<file path="src/rtl/mem_ctrl_pkg.sv">
// Shared types and helpers for the unified instruction/data memory controller.
//   mem_state_t : controller FSM states
//   CntW        : wait-state counter width (LATENCY range 0..7)
//   addr_ok()   : true when a byte address is word aligned and inside the RAM
package mem_ctrl_pkg;

  typedef enum logic [1:0] {IDLE, WAIT, RESP} mem_state_t;

  localparam int unsigned CntW = 3;

  function automatic logic addr_ok(input logic [31:0] adr, input int unsigned depth);
    return (adr[1:0] == 2'b00) && (adr < (depth * 4));
  endfunction

endpackage

</file>
<file path="src/rtl/mem_ctrl_ram.sv">
// Single-port synchronous RAM, DEPTH x 32, with registered read.
// Ports:
//   clk      : clock, rising edge
//   i_en     : access enable for this edge
//   i_we     : 1 = write i_wdata, 0 = read into o_rdata
//   i_addr   : word index
//   i_wdata  : write data
//   o_rdata  : read data register; holds until the next enabled read
module mem_ctrl_ram #(
  parameter int unsigned DEPTH = 64,
  parameter int unsigned AW    = $clog2(DEPTH)
) (
  input  logic          clk,
  input  logic          i_en,
  input  logic          i_we,
  input  logic [AW-1:0] i_addr,
  input  logic [31:0]   i_wdata,
  output logic [31:0]   o_rdata
);

  logic [31:0] r_mem [DEPTH];

  // Contents are intentionally not reset.
  always_ff @(posedge clk) begin
    if (i_en) begin
      if (i_we) begin
        r_mem[i_addr] <= i_wdata;
      end else begin
        o_rdata <= r_mem[i_addr];
      end
    end
  end

endmodule

</file>
<file path="src/rtl/mem_ctrl.sv">
// Memory controller between the multicycle core's memory port and a word-wide RAM.
// Turns a request into a ready pulse after LATENCY wait states and flags
// misaligned / out-of-range accesses without touching memory.
// Ports:
//   clk, reset : clock (rising edge), asynchronous active-low reset
//   req        : access request, sampled only in IDLE
//   we         : 1 = write, 0 = read (sampled with req)
//   adr, wdata : byte address and write data (sampled with req)
//   rdata      : read data, valid with ready on a read; held otherwise
//   ready      : one-cycle completion pulse
//   err        : access fault, valid with ready
//   busy       : controller not in IDLE
module mem_ctrl
  import mem_ctrl_pkg::*;
#(
  parameter int unsigned DEPTH   = 64,
  parameter int unsigned LATENCY = 2
) (
  input  logic        clk,
  input  logic        reset,
  input  logic        req,
  input  logic        we,
  input  logic [31:0] adr,
  input  logic [31:0] wdata,
  output logic [31:0] rdata,
  output logic        ready,
  output logic        err,
  output logic        busy
);

  localparam int unsigned AW = $clog2(DEPTH);

  mem_state_t      r_state, w_state_nxt;
  logic [CntW-1:0] r_cnt, w_cnt_nxt;
  logic            r_we;
  logic [31:0]     r_adr, r_wdata;
  logic            r_ready, r_err;
  logic            r_rd_zero;

  logic            w_sample, w_access, w_ok, w_ram_en, w_we;
  logic [31:0]     w_adr, w_wdata, w_ram_rdata;

  always_comb begin
    w_state_nxt = r_state;
    w_cnt_nxt   = r_cnt;
    w_sample    = 1'b0;
    unique case (r_state)
      IDLE: begin
        if (req) begin
          w_sample    = 1'b1;
          w_cnt_nxt   = CntW'(LATENCY);
          w_state_nxt = (LATENCY == 0) ? RESP : WAIT;
        end
      end
      WAIT: begin
        w_cnt_nxt = r_cnt - CntW'(1);
        if (r_cnt <= CntW'(1)) begin
          w_state_nxt = RESP;
        end
      end
      RESP:    w_state_nxt = IDLE;
      default: w_state_nxt = IDLE;
    endcase
  end

  // With LATENCY=0 the access happens on the sampling edge, so use live inputs in IDLE.
  assign w_adr   = (r_state == IDLE) ? adr   : r_adr;
  assign w_we    = (r_state == IDLE) ? we    : r_we;
  assign w_wdata = (r_state == IDLE) ? wdata : r_wdata;

  // Gate with reset so a request held during reset cannot reach the RAM.
  assign w_access = (w_state_nxt == RESP) && reset;
  assign w_ok     = addr_ok(w_adr, DEPTH);
  assign w_ram_en = w_access && w_ok;

  always_ff @(posedge clk or negedge reset) begin
    if (!reset) begin
      r_state   <= IDLE;
      r_cnt     <= '0;
      r_we      <= 1'b0;
      r_adr     <= '0;
      r_wdata   <= '0;
      r_ready   <= 1'b0;
      r_err     <= 1'b0;
      r_rd_zero <= 1'b1;
    end else begin
      r_state <= w_state_nxt;
      r_cnt   <= w_cnt_nxt;
      if (w_sample) begin
        r_we    <= we;
        r_adr   <= adr;
        r_wdata <= wdata;
      end
      r_ready <= w_access;
      r_err   <= w_access && !w_ok;
      // Faulted reads return zero; the RAM read register is left untouched.
      if (w_access && !w_we) begin
        r_rd_zero <= !w_ok;
      end
    end
  end

  mem_ctrl_ram #(
    .DEPTH(DEPTH)
  ) u_ram (
    .clk    (clk),
    .i_en   (w_ram_en),
    .i_we   (w_we),
    .i_addr (w_adr[AW+1:2]),
    .i_wdata(w_wdata),
    .o_rdata(w_ram_rdata)
  );

  assign rdata = r_rd_zero ? 32'h0000_0000 : w_ram_rdata;
  assign ready = r_ready;
  assign err   = r_err;
  assign busy  = (r_state != IDLE);

endmodule

</file>
<file path="config.mk">
export PLATFORM = sky130hd
export DESIGN_NAME = mem_ctrl
export DESIGN_NICKNAME = d
export VERILOG_FILES = /design/src/rtl/mem_ctrl_pkg.sv /design/src/rtl/mem_ctrl_ram.sv /design/src/rtl/mem_ctrl.sv
export SDC_FILE = /design/constraint.sdc
export NUM_CORES = 2
export LEC_CHECK = 0
export CORE_MARGIN = 2
export CORE_UTILIZATION = 45
export DETAILED_ROUTE_END_ITERATION = 7
export PLACE_DENSITY = 0.6
export SKIP_CTS_REPAIR_TIMING = 1
export SYNTH_ARGS = -nofsm -noshare
export SYNTH_HDL_FRONTEND = slang
export SYNTH_HIERARCHICAL = 1
export SYNTH_SLANG_ARGS = --single-unit
</file>
<file path="constraint.sdc">
create_clock -name clk -period 7.62 [get_ports clk]
set_clock_uncertainty 0.2 [all_clocks]
set_input_delay 1.524 -clock clk [delete_from_list [all_inputs] [get_ports clk]]
set_output_delay 1.524 -clock clk [all_outputs]
set_load 0.02 [all_outputs]
</file>
Word-level counts from Yosys, hierarchy flattened --
Memories as Yosys holds them, arrays and structs flattened. A register that Yosys moved wholly into a read port is not among the register bits. Cells that the tools add are included.
Storage, ports and cells: memories 1, bits in registers 73, RAM bits 2048, output and inout port bits 35, input port bits 68, latch bits 0, memory bits (read-only) 0, word-level logic and storage cells 43
Operators by class: bitwise gates (word level) 1, $lt $le $gt $ge 2, multiply operators 0, shift-type cells 0, reduce and logical (&&, ||, !) cells 13, $add $sub $neg 1, equality and inequality tests 3, multiplexer cells 14, div/mod/pow operators 0
Memory list:
- u_ram.r_mem | depth 64, bits a word 32, read ports 1, clocked after Yosys merged registers in 1, wr ports 1, RTL line mem_ctrl_ram.sv:21 | logic [31:0] r_mem [DEPTH];
Operators with widths (count):
- 32-bit two-way mux | 3
- 32-bit by 9-bit less-than comparator with 1-bit output, second input constant | 1
- 1-bit two-way mux | 6
- 3-bit case mux with 2 select lines | 1
- 1-bit logical AND | 5
- 2-bit logical NOT | 2
- 2-bit two-way mux | 2
- 2-bit case mux with 2 select lines | 1
- 2-bit AND reduction | 2
- 2-bit nonzero test | 2
- 3-bit by 1-bit less-or-equal comparator with 1-bit output, second input constant | 1
- 3-bit two-way mux | 1
- 3-bit by 1-bit subtractor with 3-bit output, second input constant | 1
- 2-bit by 1-bit == test with 1-bit output, second input constant | 1
- 2-bit == test, second input constant | 1
- 1-bit logical NOT | 2
- 2-bit != test, second input constant | 1
- 1-bit NOT | 1

Logic depth before layout (Yosys ltp) --
word-level depth 8, mapped depth 15

Modules after synthesis --
Netlist, hierarchy kept.
By module, submodules not included:
- mem_ctrl_ram | cells an instance 4436, area each 78496.5 µm², instances 1
- mem_ctrl | cells an instance 269, area each 3553.4 µm², instances 1

Worst setup path before layout --
No wires, ideal clock.
kind input port to flip-flop, start in adr[3], end mem u_ram.r_mem[0][0], enable pin, data arrival time 4.774 ns, slack 2.225 ns, stages 8, cell sequence mux2_2 -> buf_4 -> or2_2 -> nor2_1 -> clkbuf_1 -> clkbuf_1 -> nand3_1 -> nor2_1
On the way: word-level cells in the longest chain between the ends 6
RTL lines:
- from (decl) | RTL line mem_ctrl.sv:23 | input logic [31:0] adr,
- 32-bit two-way mux * | RTL line mem_ctrl.sv:67 | assign w_adr = (r_state == IDLE) ? adr : r_adr;
- 32-bit by 9-bit less-than comparator with 1-bit output | RTL line mem_ctrl_pkg.sv:12 | return (adr[1:0] == 2'b00) && (adr < (depth * 4));
- 1-bit logical AND | RTL line mem_ctrl_pkg.sv:12
- 1-bit logical AND | RTL line mem_ctrl.sv:74 | assign w_ram_en = w_access && w_ok;
- 1-bit two-way mux | RTL line mem_ctrl_ram.sv:25 | if (i_en) begin
- 1-bit two-way mux (not written as such) | RTL line mem_ctrl_ram.sv:27 | r_mem[i_addr] <= i_wdata;
- to (decl) | RTL line mem_ctrl_ram.sv:21
Every way passes the cells marked *; elsewhere a longest branch is shown, timed or not.

Final worst setup path --
start in adr[2], end mem u_ram.r_mem[8][26], enable pin
On the way: word-level cells in the longest chain between the ends 6
RTL lines:
- 32-bit two-way mux * | RTL line mem_ctrl.sv:67
- named net w_adr[2] | RTL line mem_ctrl.sv:41 | logic [31:0] w_adr, w_wdata, w_ram_rdata;
- 32-bit by 9-bit less-than comparator with 1-bit output | RTL line mem_ctrl_pkg.sv:12
- 1-bit logical AND | RTL line mem_ctrl_pkg.sv:12
- 1-bit logical AND | RTL line mem_ctrl.sv:74
- 1-bit two-way mux | RTL line mem_ctrl_ram.sv:25
- 1-bit two-way mux (not written as such) | RTL line mem_ctrl_ram.sv:27
Mark *: on every way through the listed nets, which the timed path passes. The rest lies on a longest branch.

==> flow_metrics.tcl <==
set metrics [dict create \
    coreArea_sq_mm 0.1809 \
    relSlewSlack_pct 13.80 \
    setup_tns_ps 0 \
    critPathBufInv 3 \
    dieArea_sq_mm 0.1858 \
    synthCells 4705 \
    setup_viol 0 \
    holdCritPathClass "register to register" \
    synth-simple-area-share_pct 2.783 \
    synth_fa_ha_area_share_pct 0.03050 \
    syn_to_final_growth_pct 13.90 \
    rsz0062_at_grt "no" \
    drt_wl_total_mm 242.3 \
    layout_common_cells "edfxtp_1, a22oi_1, mux2i_1, o22ai_1, clkbuf_16" \
    fmaxAchievable_mhz 182.8 \
    crit_family "simple AND/OR/NAND/NOR gates" \
    pre_cts_ws_ps 1338 \
    syn_area_sq_mm 0.08205 \
    grt_pass1_wl_mm 342.6 \
    grt_pass1_vias 45600 \
    p_per_area_mw_per_mm2 444.8 \
    maxCapViolations 0 \
    synth_top_family_by_area "compound AO/OA/AOI/OAI gates" \
    slowest_stage "nor2_4" \
    synth_seq_cells 2153 \
    antenna_found_initial 11 \
    portBuffers 102 \
    path_depth 8 \
    end_kind "register" \
    ys_seq_area_share_pct 78.35 \
    nNetsFinal 4937 \
    final_common_cell "edfxtp_1" \
    cts_buffer_depth 3 \
    yosys_warnings 6 \
    dr.pass1.iters 8 \
    worstPathRequired_ps 7930 \
    die_w_um 431.0 \
    cp-startpoint "adr[2]" \
    cts_tree "done" \
    clk_latency_ps 870 \
    path_clk_slew_ps 60 \
    overflow 0 \
    synth-async-reset-ratio_pct 3.391 \
    dieHeight_um 431.0 \
    cpPeakStageDelay_ps 920 \
    synth_compound_area_share_pct 11.42 \
    clock_sinks 2153 \
    muxShareOfSynthArea_pct 5.601 \
    rows 156 \
    crit_chain "clkdlybuf4s50_1 -> mux2_8 -> or2_2 -> nor2_4 -> buf_4 -> nand3_1 -> nor2_4 -> buf_4" \
    rr_endpoint "u_ram/r_mem[8][26]" \
    reg2reg_depth 8 \
    cp-start-kind "input port" \
    numCtsBuffers 212 \
    drt_iter0_markers 6726 \
    finalCriticalPeriod_ps 5471 \
    path_max_fanout 66 \
    num_vias 47240 \
    ioPinCount 103 \
    drive_gt1_share_pct 15.11 \
    gp_congestion 0.8800 \
    tightest_slew_ps 1290 \
    synth_edf_count 2080 \
    synth.avg_cell_area_sq_um 17.44 \
    grt.total_usage_pct 25.74 \
    synth_xor_area_share_pct 0 \
    wl_per_cell_um 32.65 \
    ff2ff_setup_slack_ps 2220 \
    ant_nets 0 \
    grt_max_degree 96 \
    synthFlopType "edfxtp_1" \
    crit-reg2reg-launch "r_state[0]" \
    fin_crit_sh_pct 71.80 \
    ctsRootBufferMaster "clkbuf_16" \
    ys_types 64 \
    post-dp-hpwl_mm 141.9 \
    drc 0 \
    report.final.slew_viol_count 0 \
    hold_viol_final 0 \
    p_leak_nw 29.51 \
    final.setup.worst_slack_ps 2149 \
    viasPerCell 6.368 \
    critPathCapture "u_ram/r_mem[8][26]" \
    h-tree-depth 4 \
    critPathArrivalTime_ps 5780 \
    status "finished, final reports clean" \
    synth_fp_nets 4775 \
    start_util_pct 45.35 \
    path_class "input port to register" \
    ir_worst_vdd_v 0.0004299 \
]
registers in the layout (all words and copies together), names as in the netlist:
name           cells
err                1
r_adr             32
r_cnt              3
r_rd_zero          1
r_state            2
r_wdata           32
r_we               1
ready              1
u_ram/o_rdata     32
u_ram/r_mem     2048
where the power goes:
part	internal (mW)	switching (mW)	total, mW
combinational	4.27	11.6	15.9
sequential	15.6	0.100	15.7
clock	5.56	4.43	9.99
total	25.4	16.1	41.6
how the worst min path moves through the flow:
stage	startpoint	endpoint	slack, ps	cells past startpoint
2_1_floorplan	r_we	r_rd_zero	230	1
3_3_place_gp	r_we	r_rd_zero	260	1
3_5_place_dp	r_we	r_rd_zero	260	1
4_1_cts	r_we	r_rd_zero	270	1
5_1_grt	r_adr[26]	r_adr[26]	310	1
6_report	r_we	r_rd_zero	260	1
cell families after synthesis:
logic type	count (synthesis)
AO/OA/AOI/OAI	1292
buffers and inverters	351
multiplexers	427
flip-flops	2153
adder cells (fa/ha/maj)	2
AND/OR/NAND/NOR	480
layout make-up:
class / count / area, sq um
flip-flops and latches: 2153 / 64290
diodes: 7 / 17.52
well taps: 2370 / 2965
inverters: 8 / 31.28
fillers: 14390 / 87480
clock buffers: 268 / 5557
multi-input cells: 2201 / 16920
clock inverters: 121 / 1015
repair buffers: 291 / 2663
Yosys cell counts (all sizes together), types with 6 or more instances:
| library cell | n | area (sq um) |
|---|---|---|
| a211o | 16 | 140.1 |
| a211oi | 17 | 127.6 |
| a21boi | 14 | 105.1 |
| a21oi | 71 | 355.3 |
| a221o | 14 | 140.1 |
| a221oi | 171 | 1529 |
| a22o | 30 | 262.8 |
| a22oi | 477 | 3581 |
| a311oi | 16 | 140.1 |
| a31oi | 44 | 275.3 |
| buf | 135 | 679.4 |
| clkbuf | 208 | 780.8 |
| dfrtp | 72 | 1802 |
| edfxtp | 2080 | 62460 |
| inv | 6 | 22.52 |
| mux2 | 177 | 1993 |
| mux2i | 242 | 2422 |
| mux4 | 8 | 180.2 |
| nand2 | 121 | 459.2 |
| nand3 | 8 | 40.04 |
| nor2 | 159 | 596.8 |
| nor2b | 42 | 262.8 |
| nor3 | 52 | 265.3 |
| nor4 | 27 | 168.9 |
| o211ai | 15 | 112.6 |
| o21ai | 99 | 495.5 |
| o221ai | 21 | 183.9 |
| o22a | 30 | 262.8 |
| o22ai | 238 | 1489 |
| or3 | 30 | 187.7 |
| or4 | 16 | 120.1 |
per-layer routing:
| metal | part of all wire (%) | vias to the layer above | wire (um) | global-route usage [%] |
|---|---|---|---|---|
| li1 | - | 19820 | - | - |
| met3 | 8.9 | 409 | 21460 | 4.722 |
| met1 | 40 | 24510 | 96680 | 35.56 |
| met5 | 0.0054 | - | 13 | 0 |
| met2 | 47 | 2504 | 115000 | 41.00 |
| met4 | 3.8 | 2 | 9091 | 9.364 |
stage by stage:
step / instances / hold slack [ps] / utilization (%) / area, sq um / power [mW]
finish: 7419 / 262.2 / 51.65 / 93460 / 41.57
global route: 7412 / 306.8 / 51.64 / 93440 / 42.83
CTS: 7412 / 267.2 / 51.64 / 93440 / 41.48
detailed placement: 7023 / 264.3 / 48.01 / 86870 / 31.59
global placement: 7023 / 258.0 / 48.01 / 86870 / 31.42
floorplan: 4705 / 232.6 / - / 82050 / 24.62
Power figures use the tool's default switching activity.
